## src/rtl/stopwatch_ctrl.sv

```systemverilog
// stopwatch_ctrl: start/pause/lap/clear controller for a cascaded MM:SS BCD
// stopwatch (00:00 .. 59:59) with a built-in count-tick prescaler.
//
// Ports
//   clk         clock, all state changes on the rising edge
//   rst_n       synchronous active-low reset
//   start_stop  one-cycle pulse, toggles run/pause
//   lap         one-cycle pulse, enters/leaves lap freeze
//   clr         one-cycle pulse, zeroes counts when stopped (IDLE/PAUSE)
//   disp        BCD digits {m1,m0,s1,s0}: lap snapshot in LAP, live otherwise
//   state       FSM state: IDLE=0, RUN=1, PAUSE=2, LAP=3
//   run         high in RUN or LAP
//   lap_active  high in LAP
//   tick        one-cycle pulse with each count update
//   ovf         one-cycle pulse with the 59:59 -> 00:00 wrap
module stopwatch_ctrl #(
    parameter int unsigned TICK_DIV = 100
) (
    input  logic        clk,
    input  logic        rst_n,
    input  logic        start_stop,
    input  logic        lap,
    input  logic        clr,
    output logic [15:0] disp,
    output logic [1:0]  state,
    output logic        run,
    output logic        lap_active,
    output logic        tick,
    output logic        ovf
);

    localparam int unsigned PW = (TICK_DIV > 1) ? $clog2(TICK_DIV) : 1;
    localparam logic [PW-1:0] PRESC_MAX = PW'(TICK_DIV - 1);
    localparam logic [15:0] CNT_MAX = 16'h5959;

    typedef enum logic [1:0] {
        IDLE  = 2'd0,
        RUN   = 2'd1,
        PAUSE = 2'd2,
        LAP   = 2'd3
    } state_t;

    state_t        state_q, state_d;
    logic [PW-1:0] presc_q, presc_d;
    logic [15:0]   cnt_q, cnt_d, cnt_inc;
    logic [15:0]   snap_q, snap_d;
    logic [15:0]   disp_d;
    logic          counting, wrap, clr_acc;
    logic          tick_d, ovf_d, run_d, lap_active_d;

    // Next value of the BCD digit cascade for one count increment.
    always_comb begin
        cnt_inc = cnt_q;
        if (cnt_q[3:0] != 4'd9) begin
            cnt_inc[3:0] = cnt_q[3:0] + 4'd1;
        end else begin
            cnt_inc[3:0] = 4'd0;
            if (cnt_q[7:4] != 4'd5) begin
                cnt_inc[7:4] = cnt_q[7:4] + 4'd1;
            end else begin
                cnt_inc[7:4] = 4'd0;
                if (cnt_q[11:8] != 4'd9) begin
                    cnt_inc[11:8] = cnt_q[11:8] + 4'd1;
                end else begin
                    cnt_inc[11:8] = 4'd0;
                    if (cnt_q[15:12] != 4'd5) begin
                        cnt_inc[15:12] = cnt_q[15:12] + 4'd1;
                    end else begin
                        cnt_inc[15:12] = 4'd0;
                    end
                end
            end
        end
    end

    // Next-state, prescaler, counts, snapshot and registered-output values.
    always_comb begin
        state_d      = state_q;
        presc_d      = presc_q;
        cnt_d        = cnt_q;
        snap_d       = snap_q;
        counting     = (state_q == RUN) || (state_q == LAP);
        wrap         = counting && (presc_q == PRESC_MAX);
        clr_acc      = clr && ((state_q == IDLE) || (state_q == PAUSE));
        tick_d       = 1'b0;
        ovf_d        = 1'b0;
        run_d        = 1'b0;
        lap_active_d = 1'b0;
        disp_d       = 16'h0000;

        // Priority clr > start_stop > lap among the inputs each state accepts.
        case (state_q)
            IDLE: begin
                if (!clr && start_stop) state_d = RUN;
            end
            RUN: begin
                if (start_stop)  state_d = PAUSE;
                else if (lap)    state_d = LAP;
            end
            LAP: begin
                if (start_stop)  state_d = PAUSE;
                else if (lap)    state_d = RUN;
            end
            PAUSE: begin
                if (clr)             state_d = IDLE;
                else if (start_stop) state_d = RUN;
            end
            default: state_d = IDLE;
        endcase

        // Counting is judged on the current state, so a pause accepted on a
        // wrap edge still increments and a resume edge never does.
        if (clr_acc) begin
            presc_d = '0;
        end else if (counting) begin
            presc_d = wrap ? '0 : presc_q + PW'(1);
        end else if (state_q == IDLE) begin
            presc_d = '0;
        end

        if (clr_acc) begin
            cnt_d = 16'h0000;
        end else if (wrap) begin
            cnt_d = cnt_inc;
        end

        // Snapshot takes the pre-increment value on the entry edge.
        if ((state_q == RUN) && (state_d == LAP)) begin
            snap_d = cnt_q;
        end

        tick_d       = wrap;
        ovf_d        = wrap && (cnt_q == CNT_MAX);
        run_d        = (state_d == RUN) || (state_d == LAP);
        lap_active_d = (state_d == LAP);
        disp_d       = lap_active_d ? snap_d : cnt_d;
    end

    // State and output registers.
    always_ff @(posedge clk) begin
        if (!rst_n) begin
            state_q    <= IDLE;
            presc_q    <= '0;
            cnt_q      <= 16'h0000;
            snap_q     <= 16'h0000;
            disp       <= 16'h0000;
            run        <= 1'b0;
            lap_active <= 1'b0;
            tick       <= 1'b0;
            ovf        <= 1'b0;
        end else begin
            state_q    <= state_d;
            presc_q    <= presc_d;
            cnt_q      <= cnt_d;
            snap_q     <= snap_d;
            disp       <= disp_d;
            run        <= run_d;
            lap_active <= lap_active_d;
            tick       <= tick_d;
            ovf        <= ovf_d;
        end
    end

    assign state = state_q;

endmodule

```

## config.mk

```make
export PLATFORM = sky130hd
export DESIGN_NAME = stopwatch_ctrl
export DESIGN_NICKNAME = d
export VERILOG_FILES = /design/src/rtl/stopwatch_ctrl.sv
export SDC_FILE = /design/constraint.sdc
export NUM_CORES = 1
export LEC_CHECK = 0
export CAP_MARGIN = 30
export CORE_MARGIN = 2
export CORE_UTILIZATION = 50
export CTS_CLUSTER_DIAMETER = 120
export DETAILED_ROUTE_END_ITERATION = 10
export PLACE_DENSITY = 0.8
export SLEW_MARGIN = 40
export SYNTH_ARGS = -nofsm -noshare
export SYNTH_HDL_FRONTEND = slang
export SYNTH_SLANG_ARGS = --single-unit
export TNS_END_PERCENT = 5
```

## constraint.sdc

```tcl
create_clock -name clk -period 2.15 [get_ports clk]
set_input_delay 0.3225 -clock clk [delete_from_list [all_inputs] [get_ports clk]]
set_output_delay 0.3225 -clock clk [all_outputs]
set_load 0.02 [all_outputs]
```

==> results.ini <==
[outcome]
status=complete, no violations

[final_layout]
drive_gt1_frac=0.129
fillers=421
diodes=0
area_growth_pct=22.7
final_nets=323
final_area_um2=3120

[drt]
first_pass_iters=4
wire_per_inst_um=14.2
antenna_left=0
drc=0
maxUsedRoutingLayer=met4
wl_met2_um=2590
wl_met3_um=196
wl_met1_um=2540
via_count=2134
drt-total-wl_um=5470
vias_per_cell=5.56
drtIter0Drc=129

[sta]
finalSetupViolCount=0
worstMarginPinSlew_ps=453
fmax_mhz=502
slew_viol_final=0
finalCritPeriodShare=0.927
max_slew_margin=0.697
skew_ps=9.87
setup_tns_ps=0
hold_viol=0
period_needed_ps=1990
holdWs_ps=464

[critical_path]
ff2ff_setup_slack_ps=160
critPathKind=flop to flop
start_kind=flop
path_max_fanout=10
critPathSlowestCell=dfxtp_1
crit_chain=ha_2 -> and4bb_4 -> nand3_1 -> or3_1 -> xor2_1 -> a221oi_1
max_stage_delay_ps=360
worstPathArrival_ps=2240
cp.required_ps=2390
end_kind=flop

[synthesis]
synth_most_common_cell=dfxtp_1
ys_warn_count=0
syn_area_per_cell_um2=9.31
synthTopCellsByArea=dfxtp_1 (48%), nor2_1 (5.2%), a21oi_1 (3.7%)
synth_cells=273
yosysSeqAreaShare=0.480
netlist.area_leader.share=0.480
ys_ff_latch=61
async_reset_ff_frac=0
synth.distinct_cells=54
synth_nets=283
syn_area_um2=2540
synth_top_flop_cell=dfxtp_1
yosys.area.top_type=dfxtp_1
yosys-top-cells-count=dfxtp_1 (61), nor2_1 (35), nand2_1 (22)
synth_edf_count=0

[place]
hpwlAfterDp_um=3800
portBuffers=26
gp_congestion=0.798
placed_area_um2=2950

[power_and_ir_drop]
switching_power_w=0.000484
power_frac_clock=0.411
internal_power_w=0.00162
vdd_drop_max_mv=0.478
pwr-share-seq=0.542
leakage_nw=1.15
combPwrFrac=0.047
switching_share=0.231
power_density_nw_per_um2=673

[global_route]
grt_antenna_before_repair=0
grt_pass1_wl_um=8980
overflow=0
grt_max_degree=20
grt_pass1_vias=1996
track_usage=0.214

[floorplan]
die_area_um2=5670
start_util=0.528
rows=25
die_w_um=75.3
io_pins=27
fp.dieH_um=75.3
coreArea_um2=4820

[clocking]
cts_tree=built
clock_sinks=61
cts_buffers=9
htreeDepth=3
cts_hold_buffers=0
cts_setup_buffers=0
clk_pin_slew_ps=60
cts_buffer_depth=2
clk_latency_ps=350
cts_resized=1
cts_root_buf=clkbuf_8

[flow_run]
maxCapViolations=0

[min_path]
hold_path_class=flop to flop

## worst paths after layout
check	to	depth (start not counted)	start
setup / recovery	disp[4]	6	presc_q[1]
hold reg to reg	snap_q[8]	2	snap_q[8]
hold / removal	snap_q[8]	2	snap_q[8]
setup reg to reg	disp[4]	6	presc_q[1]
## cell families (layout without fill, tap and decap cells)
family	Yosys count	count (layout)	share of synthesized area
simple gates	104	104	0.213
compound gates	64	64	0.177
flops	61	61	0.480
buf+inv	22	66	0.0379
mux	13	13	0.0536
fa+ha+maj	5	5	0.0246
xor+xnor	4	4	0.0138
## layout make-up
type / instances / area [um2] / area share
multi-input cells: 190 / 1230 / 0.395
flip-flops and latches: 61 / 1220 / 0.391
repair buffers: 38 / 375 / 0.120
clock buffers: 13 / 149 / 0.0477
well taps: 67 / 83.8 / 0.0269
inverters: 13 / 48.8 / 0.0156
clock inverters: 2 / 10.0 / 0.00321
## stage by stage
stage	worst slack, ps	total power, W	utilization	cells
after floorplan	291	0.00122	-	273
after global placement	39.7	0.00126	0.613	369
after detailed placement	-3.81	0.00126	0.613	369
after CTS	50.5	0.00211	0.646	384
after global routing	-4.23	0.00217	0.648	384
final	157	0.00210	0.648	384
## power by group through the flow
stage / clock network (W) / registers [W] / logic [W]
after global routing: 0.000921 / 0.00114 / 0.000107
after CTS: 0.000873 / 0.00114 / 0.0000990
after detailed placement: 0 / 0.00116 / 0.0000986
final: 0.000863 / 0.00114 / 0.0000992
after global placement: 0 / 0.00116 / 0.0000976
after floorplan: 0 / 0.00117 / 0.0000463
## routing by layer
layer  up-vias  GRT usage
met4         0      0.107
met1      1020      0.263
li1       1060          -
met5         -          0
met2        43      0.348
met3        11     0.0556
## sequential cells by signal (all words and copies together), names as in the netlist
name,flops
cnt_q,16
disp,16
snap_q,16
presc_q,7
state,2
lap_active,1
ovf,1
run,1
tick,1
## placed cells by master, fill, tap and decap left out, drive strengths merged, types with 6 or more instances in the layout
master,n
a21oi,22
mux2i,8
clkdlybuf4s50,26
buf,12
dfxtp,61
clkbuf,13
nor2,35
nand2,22
inv,12
nand3,8
nor3,7
o21ai,8
a2bb2oi,6
nor2b,6
## worst max-delay path, delay by kind of cell, from the launching register on
kind / cells / cell delay, ps
compound gates: 1 / 290
xor+xnor: 1 / 170
simple gates: 3 / 830
flops: 1 / 360
fa+ha+maj: 1 / 230
Note: power is estimated with default switching activity, not from simulation.
